`config.mk`:
```
export PLATFORM = sky130hd
export DESIGN_NAME = instr_fetch_unit_flat
export DESIGN_NICKNAME = d
export VERILOG_FILES = /design/src/rtl/cpu_pkg.sv /design/src/rtl/instr_fetch_unit_if.sv /design/src/rtl/instr_fetch_unit_fetch_queue.sv /design/src/rtl/instr_fetch_unit.sv /design/src/flat_wrapper.sv
export SDC_FILE = /design/constraint.sdc
export NUM_CORES = 1
export LEC_CHECK = 0
export ABC_AREA = 1
export CORE_ASPECT_RATIO = 0.6
export CORE_UTILIZATION = 54
export DETAILED_ROUTE_END_ITERATION = 12
export GPL_TIMING_DRIVEN = 0
export MAX_ROUTING_LAYER = met4
export PLACE_DENSITY_LB_ADDON = 0.05
export SYNTH_ARGS = -nofsm -noshare
export SYNTH_HDL_FRONTEND = slang
export SYNTH_SLANG_ARGS = --single-unit
```
`constraint.sdc`:
```
create_clock -name clk -period 2.3 [get_ports clk]
set_input_delay 0.46 -clock clk [delete_from_list [all_inputs] [get_ports clk]]
set_output_delay 0.46 -clock clk [all_outputs]
set_load 0.01 [all_outputs]
```
`src/rtl/cpu_pkg.sv`:
```
// Shared CPU definitions: word/address widths, fetch FSM states and the
// fetch queue entry layout used between the fetch stage and decode.
package cpu_pkg;

   localparam int unsigned WORD_SIZE     = 32;
   localparam int unsigned ADDR_WIDTH    = 8;
   localparam int unsigned FETCH_CNT_W   = 16;
   localparam int unsigned QCOUNT_W      = 2;

   typedef enum logic {
      RUN    = 1'b0,
      HALTED = 1'b1
   } fetch_state_e;

   typedef struct packed {
      logic [WORD_SIZE-1:0]  instr;
      logic [ADDR_WIDTH-1:0] pc;
   } fetch_entry_t;

endpackage

```
`src/rtl/instr_fetch_unit_if.sv`:
```
// Fetch-to-decode handshake bundle.
//   out_valid  fetch -> decode  head entry valid
//   out_ready  decode -> fetch  decode accepts head
//   out_instr  fetch -> decode  head instruction word
//   out_pc     fetch -> decode  address the head was fetched from
interface instr_fetch_unit_if;

   logic                             out_valid;
   logic                             out_ready;
   logic [cpu_pkg::WORD_SIZE-1:0]    out_instr;
   logic [cpu_pkg::ADDR_WIDTH-1:0]   out_pc;

   modport master (
      output out_valid,
      output out_instr,
      output out_pc,
      input  out_ready
   );

   modport slave (
      input  out_valid,
      input  out_instr,
      input  out_pc,
      output out_ready
   );

endinterface

```
`src/rtl/instr_fetch_unit_fetch_queue.sv`:
```
// Two-entry fetch FIFO with flush.
//   clk, rst  clock, synchronous active-low reset
//   push/din  enqueue an entry (caller never pushes when full without pop)
//   pop       dequeue head (only meaningful while valid)
//   flush     drop all entries; beats push/pop
//   count     number of held entries (0..2)
//   valid     count != 0
//   head      oldest entry; holds its last value while empty
module fetch_queue
   import cpu_pkg::*;
(
   input  logic                clk,
   input  logic                rst,
   input  logic                push,
   input  logic                pop,
   input  logic                flush,
   input  fetch_entry_t        din,
   output logic [QCOUNT_W-1:0] count,
   output logic                valid,
   output fetch_entry_t        head
);

   fetch_entry_t slot0_q;   // head
   fetch_entry_t slot1_q;   // second entry
   logic [QCOUNT_W-1:0] count_q;

   // Slot 0 is always the head, so the decode-facing outputs come straight
   // from a register and stay put while decode stalls.
   always_ff @(posedge clk) begin
      if (!rst) begin
         slot0_q <= '0;
         slot1_q <= '0;
         count_q <= '0;
      end else if (flush) begin
         count_q <= '0;
      end else begin
         unique case ({push, pop})
            2'b10: begin
               if (count_q == QCOUNT_W'(0)) begin
                  slot0_q <= din;
                  count_q <= QCOUNT_W'(1);
               end else if (count_q == QCOUNT_W'(1)) begin
                  slot1_q <= din;
                  count_q <= QCOUNT_W'(2);
               end
            end
            2'b01: begin
               // Emptying from one entry leaves slot 0 untouched (holds last value).
               if (count_q == QCOUNT_W'(2)) slot0_q <= slot1_q;
               if (count_q != QCOUNT_W'(0)) count_q <= count_q - QCOUNT_W'(1);
            end
            2'b11: begin
               if (count_q == QCOUNT_W'(2)) begin
                  slot0_q <= slot1_q;
                  slot1_q <= din;
               end else begin
                  slot0_q <= din;
               end
            end
            default: ;
         endcase
      end
   end

   assign count = count_q;
   assign valid = (count_q != QCOUNT_W'(0));
   assign head  = slot0_q;

endmodule

```
`src/rtl/instr_fetch_unit.sv`:
```
// Instruction fetch stage in front of the unified CPU memory.
//   clk, rst            clock, synchronous active-low reset
//   instr_read_address  registered PC driven to memory
//   instr_instruction   combinational memory read data for that address
//   redirect_valid/_target  branch/jump redirect, flushes the queue
//   halt_req            level; stops new fetches, queue keeps draining
//   out_if              {instr, pc} valid/ready handshake to decode
//   fetch_count         saturating count of queue pushes since reset
//   idle                halted with an empty queue
module instr_fetch_unit
   import cpu_pkg::*;
#(
   parameter logic [ADDR_WIDTH-1:0] RESET_PC = '0
) (
   input  logic                   clk,
   input  logic                   rst,
   output logic [ADDR_WIDTH-1:0]  instr_read_address,
   input  logic [WORD_SIZE-1:0]   instr_instruction,
   input  logic                   redirect_valid,
   input  logic [ADDR_WIDTH-1:0]  redirect_target,
   input  logic                   halt_req,
   instr_fetch_unit_if.master     out_if,
   output logic [FETCH_CNT_W-1:0] fetch_count,
   output logic                   idle
);

   fetch_state_e            state_q;
   logic [ADDR_WIDTH-1:0]   pc_q;
   logic [FETCH_CNT_W-1:0]  fetch_count_q;
   logic                    idle_q;

   logic                    push_c;
   logic                    pop_c;
   logic                    q_valid;
   logic [QCOUNT_W-1:0]     q_count;
   logic [QCOUNT_W-1:0]     q_count_next_c;
   fetch_state_e            state_next_c;
   fetch_entry_t            push_entry;
   fetch_entry_t            q_head;

   // Push/pop decisions and the queue occupancy the next cycle will see.
   always_comb begin
      pop_c          = q_valid && out_if.out_ready;
      push_c         = (state_q == RUN) && !halt_req && !redirect_valid &&
                       ((q_count < QCOUNT_W'(2)) || pop_c);
      state_next_c   = halt_req ? HALTED : RUN;
      q_count_next_c = q_count;
      if (redirect_valid)      q_count_next_c = '0;
      else if (push_c && !pop_c) q_count_next_c = q_count + QCOUNT_W'(1);
      else if (!push_c && pop_c) q_count_next_c = q_count - QCOUNT_W'(1);
   end

   assign push_entry = '{instr: instr_instruction, pc: pc_q};

   // PC, fetch state, push counter and idle flag.
   always_ff @(posedge clk) begin
      if (!rst) begin
         state_q       <= RUN;
         pc_q          <= RESET_PC;
         fetch_count_q <= '0;
         idle_q        <= 1'b0;
      end else begin
         state_q <= state_next_c;
         idle_q  <= (state_next_c == HALTED) && (q_count_next_c == QCOUNT_W'(0));
         if (redirect_valid) pc_q <= redirect_target;
         else if (push_c)    pc_q <= pc_q + ADDR_WIDTH'(1);
         if (push_c && (fetch_count_q != '1))
            fetch_count_q <= fetch_count_q + FETCH_CNT_W'(1);
      end
   end

   fetch_queue u_fetch_queue (
      .clk   (clk),
      .rst   (rst),
      .push  (push_c),
      .pop   (pop_c),
      .flush (redirect_valid),
      .din   (push_entry),
      .count (q_count),
      .valid (q_valid),
      .head  (q_head)
   );

   assign instr_read_address = pc_q;
   assign fetch_count        = fetch_count_q;
   assign idle               = idle_q;
   assign out_if.out_valid   = q_valid;
   assign out_if.out_instr   = q_head.instr;
   assign out_if.out_pc      = q_head.pc;

endmodule

```
`src/flat_wrapper.sv`:
```
// flat-port wrapper written by rule: the top's interface ports become plain ports
module instr_fetch_unit_flat import cpu_pkg::*;
#(
   parameter logic [ADDR_WIDTH-1:0] RESET_PC = '0
)
  (clk, rst, instr_read_address, instr_instruction, redirect_valid, redirect_target, halt_req, fetch_count, idle, out_if_out_valid, out_if_out_instr, out_if_out_pc, out_if_out_ready);
  instr_fetch_unit_if out_if_i ();
  input  logic clk;
  input  logic rst;
  output logic [ADDR_WIDTH-1:0] instr_read_address;
  input  logic [WORD_SIZE-1:0] instr_instruction;
  input  logic redirect_valid;
  input  logic [ADDR_WIDTH-1:0] redirect_target;
  input  logic halt_req;
  output logic [FETCH_CNT_W-1:0] fetch_count;
  output logic idle;
  output wire logic [$bits(out_if_i.out_valid)-1:0] out_if_out_valid;
  output wire logic [$bits(out_if_i.out_instr)-1:0] out_if_out_instr;
  output wire logic [$bits(out_if_i.out_pc)-1:0] out_if_out_pc;
  input wire logic [$bits(out_if_i.out_ready)-1:0] out_if_out_ready;
  assign out_if_out_valid = out_if_i.out_valid;
  assign out_if_out_instr = out_if_i.out_instr;
  assign out_if_out_pc = out_if_i.out_pc;
  assign out_if_i.out_ready = out_if_out_ready;
  instr_fetch_unit #(.RESET_PC(RESET_PC)) u_core (.clk(clk), .rst(rst), .instr_read_address(instr_read_address), .instr_instruction(instr_instruction), .redirect_valid(redirect_valid), .redirect_target(redirect_target), .halt_req(halt_req), .out_if(out_if_i), .fetch_count(fetch_count), .idle(idle));
endmodule
```
==> results.toml, run 1 <==
[floorplan]
core_area_sq_um = 11300
fp.dieW_um = 142
dieHeight_um = 85.7
start_util = 0.557
io_pins = 111
rows = 30
dieArea_sq_um = 12100

[cells_and_area]
area_growth_pct = 25.0
final_nets = 1192
stdcell_count = 1304
diodes = 0
fin_area_sq_um = 7890
drive_gt1_frac = 0.0638

[sta]
timing.slew.headroom = 0.519
setup_violations = 0
fin_ws_ns = 0.0480
rsz0062_at_grt = "no"
maxSlewViolCount = 0
skew_ns = 0.00463
finalCriticalPeriod_ns = 2.25
worst_pin_slew_ns = 0.722
period_share = 0.979
max_freq_mhz = 444
hold_viol_final = 0
tns_ns = 0

[clocking]
h-tree-depth = 3
cts_buffer_depth = 2
clk_latency_ns = 0.35
clk_pin_slew_ns = 0.07
clockRootBuffer = "clkbuf_16"
clock_sinks = 108
hold_buffers = 0
numCtsBuffers = 9
post_cts_buffers = 0
cts_tree = "yes"

[power_and_ir_drop]
p_int_mw = 3.29
p_seq_frac = 0.458
vdd_drop_max_mv = 0.412
power.switching_mw = 1.21
swShare = 0.269
p_per_area_nw_per_um2 = 571
leakage_nw = 3.35
p_comb_frac = 0.184
p_clk_frac = 0.357

[global_routing]
grt_overflow = 0
grt_use_met1 = 0.462
grt_pass1_vias = 5844
top_usage_layer = "met1"
grt_max_degree = 16
met2_usage = 0.443
antenna_found_initial = 0
grt_first_pass_wirelength_um = 29200
grtUsageMet3 = 0.0441
grt_usage = 0.309

[route]
vias = 6967
dr.pass1.iters = 5
drtAntennaViolNets = 0
vias_per_cell = 5.34
post_drt_wl_per_cell_um = 13.7
drc = 0
drtIter0Drc = 747
wl_um = 17900

[setup_path]
cp-startpoint = "u_core.u_fetch_queue.count[1]$_SDFFE_PP0P_"
rr_worst_depth = 9
r2r_slack_ns = 0.13
r2r_start = "u_core.u_fetch_queue.count[1]$_SDFFE_PP0P_"
worst_ep_required_time_ns = 1.84
worst-path-max-fanout = 5
r2r_end = "u_core.u_fetch_queue.slot1_q[10]$_SDFFE_PN0P_"
arrival_ns = 1.79
crit_type = "reg2out"
setup.worst_path.end_class = "output port"
slowest_stage = "clkdlybuf4s50_1"
cp-start-kind = "flop"
worstPathCellList = "inv_1, ha_1, inv_2, clkdlybuf4s50_1"
endpoint = "out_if_out_valid"
slowest_delay_ns = 0.57

[yosys]
ys_types = 33
ys_warn_count = 0
syn_inst = 1023
ys_seq_area_frac = 0.343
mappedNetlistNets = 1073
syn_area_sq_um = 6310
ys_seq_elements = 108
syn_avg_cell_area_sq_um = 6.17

[placement]
place_area_sq_um = 7590
place.port_buffers = 108
dp_slack_ns = 0.0404
place.gp.congestion = 0.879
dp_hpwl_um = 12600
post-place-cells = 1291

[run_status]
status = "complete, no violations"

[min_path]
hold_class = "in2reg"

[job]
maxCapViolations = 0
-- Yosys cell counts, drive strengths merged --
cell       n  area [sq um]
nor3       2          10.0
mux2i      1          10.0
o2111ai    1          15.0
xor2       7          61.3
ha         5          62.6
buf       47           303
dfxtp    108          2160
and2       1          6.26
a21oi     58           294
clkbuf    19          71.3
nand2    291          1100
nand4      4          25.0
nor2     167           629
o211ai    40           300
a21boi     1          7.51
inv      110           415
nand3b     2          18.8
nand3    107           548
xnor2      1          8.76
a31oi      3          18.8
o21ai     48           244
-- routing by layer --
metal	vias up	part of all wire
met2	347	0.41
li1	3483	-
met4	0	0.0082
met3	17	0.098
met1	3120	0.49
met5	-	0
-- power by group through the flow --
stage	Sequential, mW	Combinational, mW	Clock (mW)
after floorplan	2.12	0.457	0
after global placement	2.10	0.806	0
after detailed placement	2.10	0.813	0
after CTS	2.06	0.819	1.63
after global routing	2.08	0.914	1.71
final	2.06	0.829	1.61
-- cells by family (layout without fill, tap and decap cells) --
logic type | count (synthesis) | after routing | share of synthesized area
xor+xnor | 8 | 8 | 0.0111
flops | 108 | 108 | 0.343
mux | 1 | 1 | 0.00159
simple gates | 574 | 574 | 0.370
buf+inv | 176 | 297 | 0.125
compound gates | 151 | 151 | 0.139
fa+ha+maj | 5 | 5 | 0.00991
-- flip-flops by register name, indices dropped and copies added (netlist names) --
register and cells:
u_core.u_fetch_queue.head 40, u_core.idle 1, u_core.u_fetch_queue.slot1_q 40, u_core.fetch_count 16, u_core.instr_read_address 8, u_core.u_fetch_queue.count 2
u_core.state_q 1
-- cell usage in the layout (no fill, tap or decap), types with 2 or more instances in the layout --
master	count
nor2_1	166
buf_6	7
dfxtp_2	2
inv_1	105
inv_2	4
nand3_1	106
xor2_1	7
clkbuf_16	9
buf_1	3
a21oi_1	57
dfxtp_1	106
ha_1	5
clkbuf_1	19
nand4_1	4
o211ai_1	40
nand2_2	3
nand2_1	288
buf_2	26
clkdlybuf4s50_1	108
buf_4	11
a31oi_1	3
bufinv_16	2
nor3_1	2
o21ai_0	46
-- critical path, delay by kind of cell (launching register included) --
family / cells / cell delay, ns
fa+ha+maj: 1 / 0.26
buf+inv: 3 / 0.80
flops: 1 / 0.38
-- metrics by stage --
step	power [mW]	util	hold slack, ns
finish	4.50	0.696	0.420
global route	4.70	0.696	0.428
CTS	4.51	0.696	0.412
detailed placement	2.92	0.670	0.478
global placement	2.91	0.670	0.470
floorplan	2.58	-	0.452
-- repair_timing --
| item | CTS | global route |
|---|---|---|
| endpoints found under the setup margin | 1 | 17 |
| gates resized for setup | 1 | 3 |
| hold endpoints to repair | 0 | 0 |
-- layout make-up --
type	instances	area [sq um]
fillers	1050	3450
repair buffers	108	1080
clock inverters	3	65.1
inverters	110	415
clock buffers	10	229
plain buffers	66	375
multi-input cells	739	3360
flip-flops and latches	108	2160
well taps	160	200
-- how the worst min path moves through the flow --
stage,cells after the start,startpoint,slack [ns],to
floorplan,2,u_core.u_fetch_queue.slot1_q[15]$_SDFFE_PN0P_,0.45,u_core.u_fetch_queue.slot1_q[15]$_SDFFE_PN0P_
global placement,2,u_core.u_fetch_queue.slot1_q[15]$_SDFFE_PN0P_,0.47,u_core.u_fetch_queue.slot1_q[15]$_SDFFE_PN0P_
detailed placement,2,u_core.u_fetch_queue.slot1_q[15]$_SDFFE_PN0P_,0.48,u_core.u_fetch_queue.slot1_q[15]$_SDFFE_PN0P_
CTS,3,redirect_valid,0.41,u_core.instr_read_address[2]$_SDFFE_PN0P_
global route,3,redirect_valid,0.43,u_core.instr_read_address[2]$_SDFFE_PN0P_
finish,3,redirect_valid,0.42,u_core.instr_read_address[2]$_SDFFE_PN0P_
(Power assumes the default switching activity.)
==> run 2, diff against run 1 <==
Settings changed: CAP_MARGIN set to 25, HOLD_SLACK_MARGIN set to 0.02.
==> results of run 2 <==
Same layout as run 1: the final DEF is identical, and so are final timing and power.
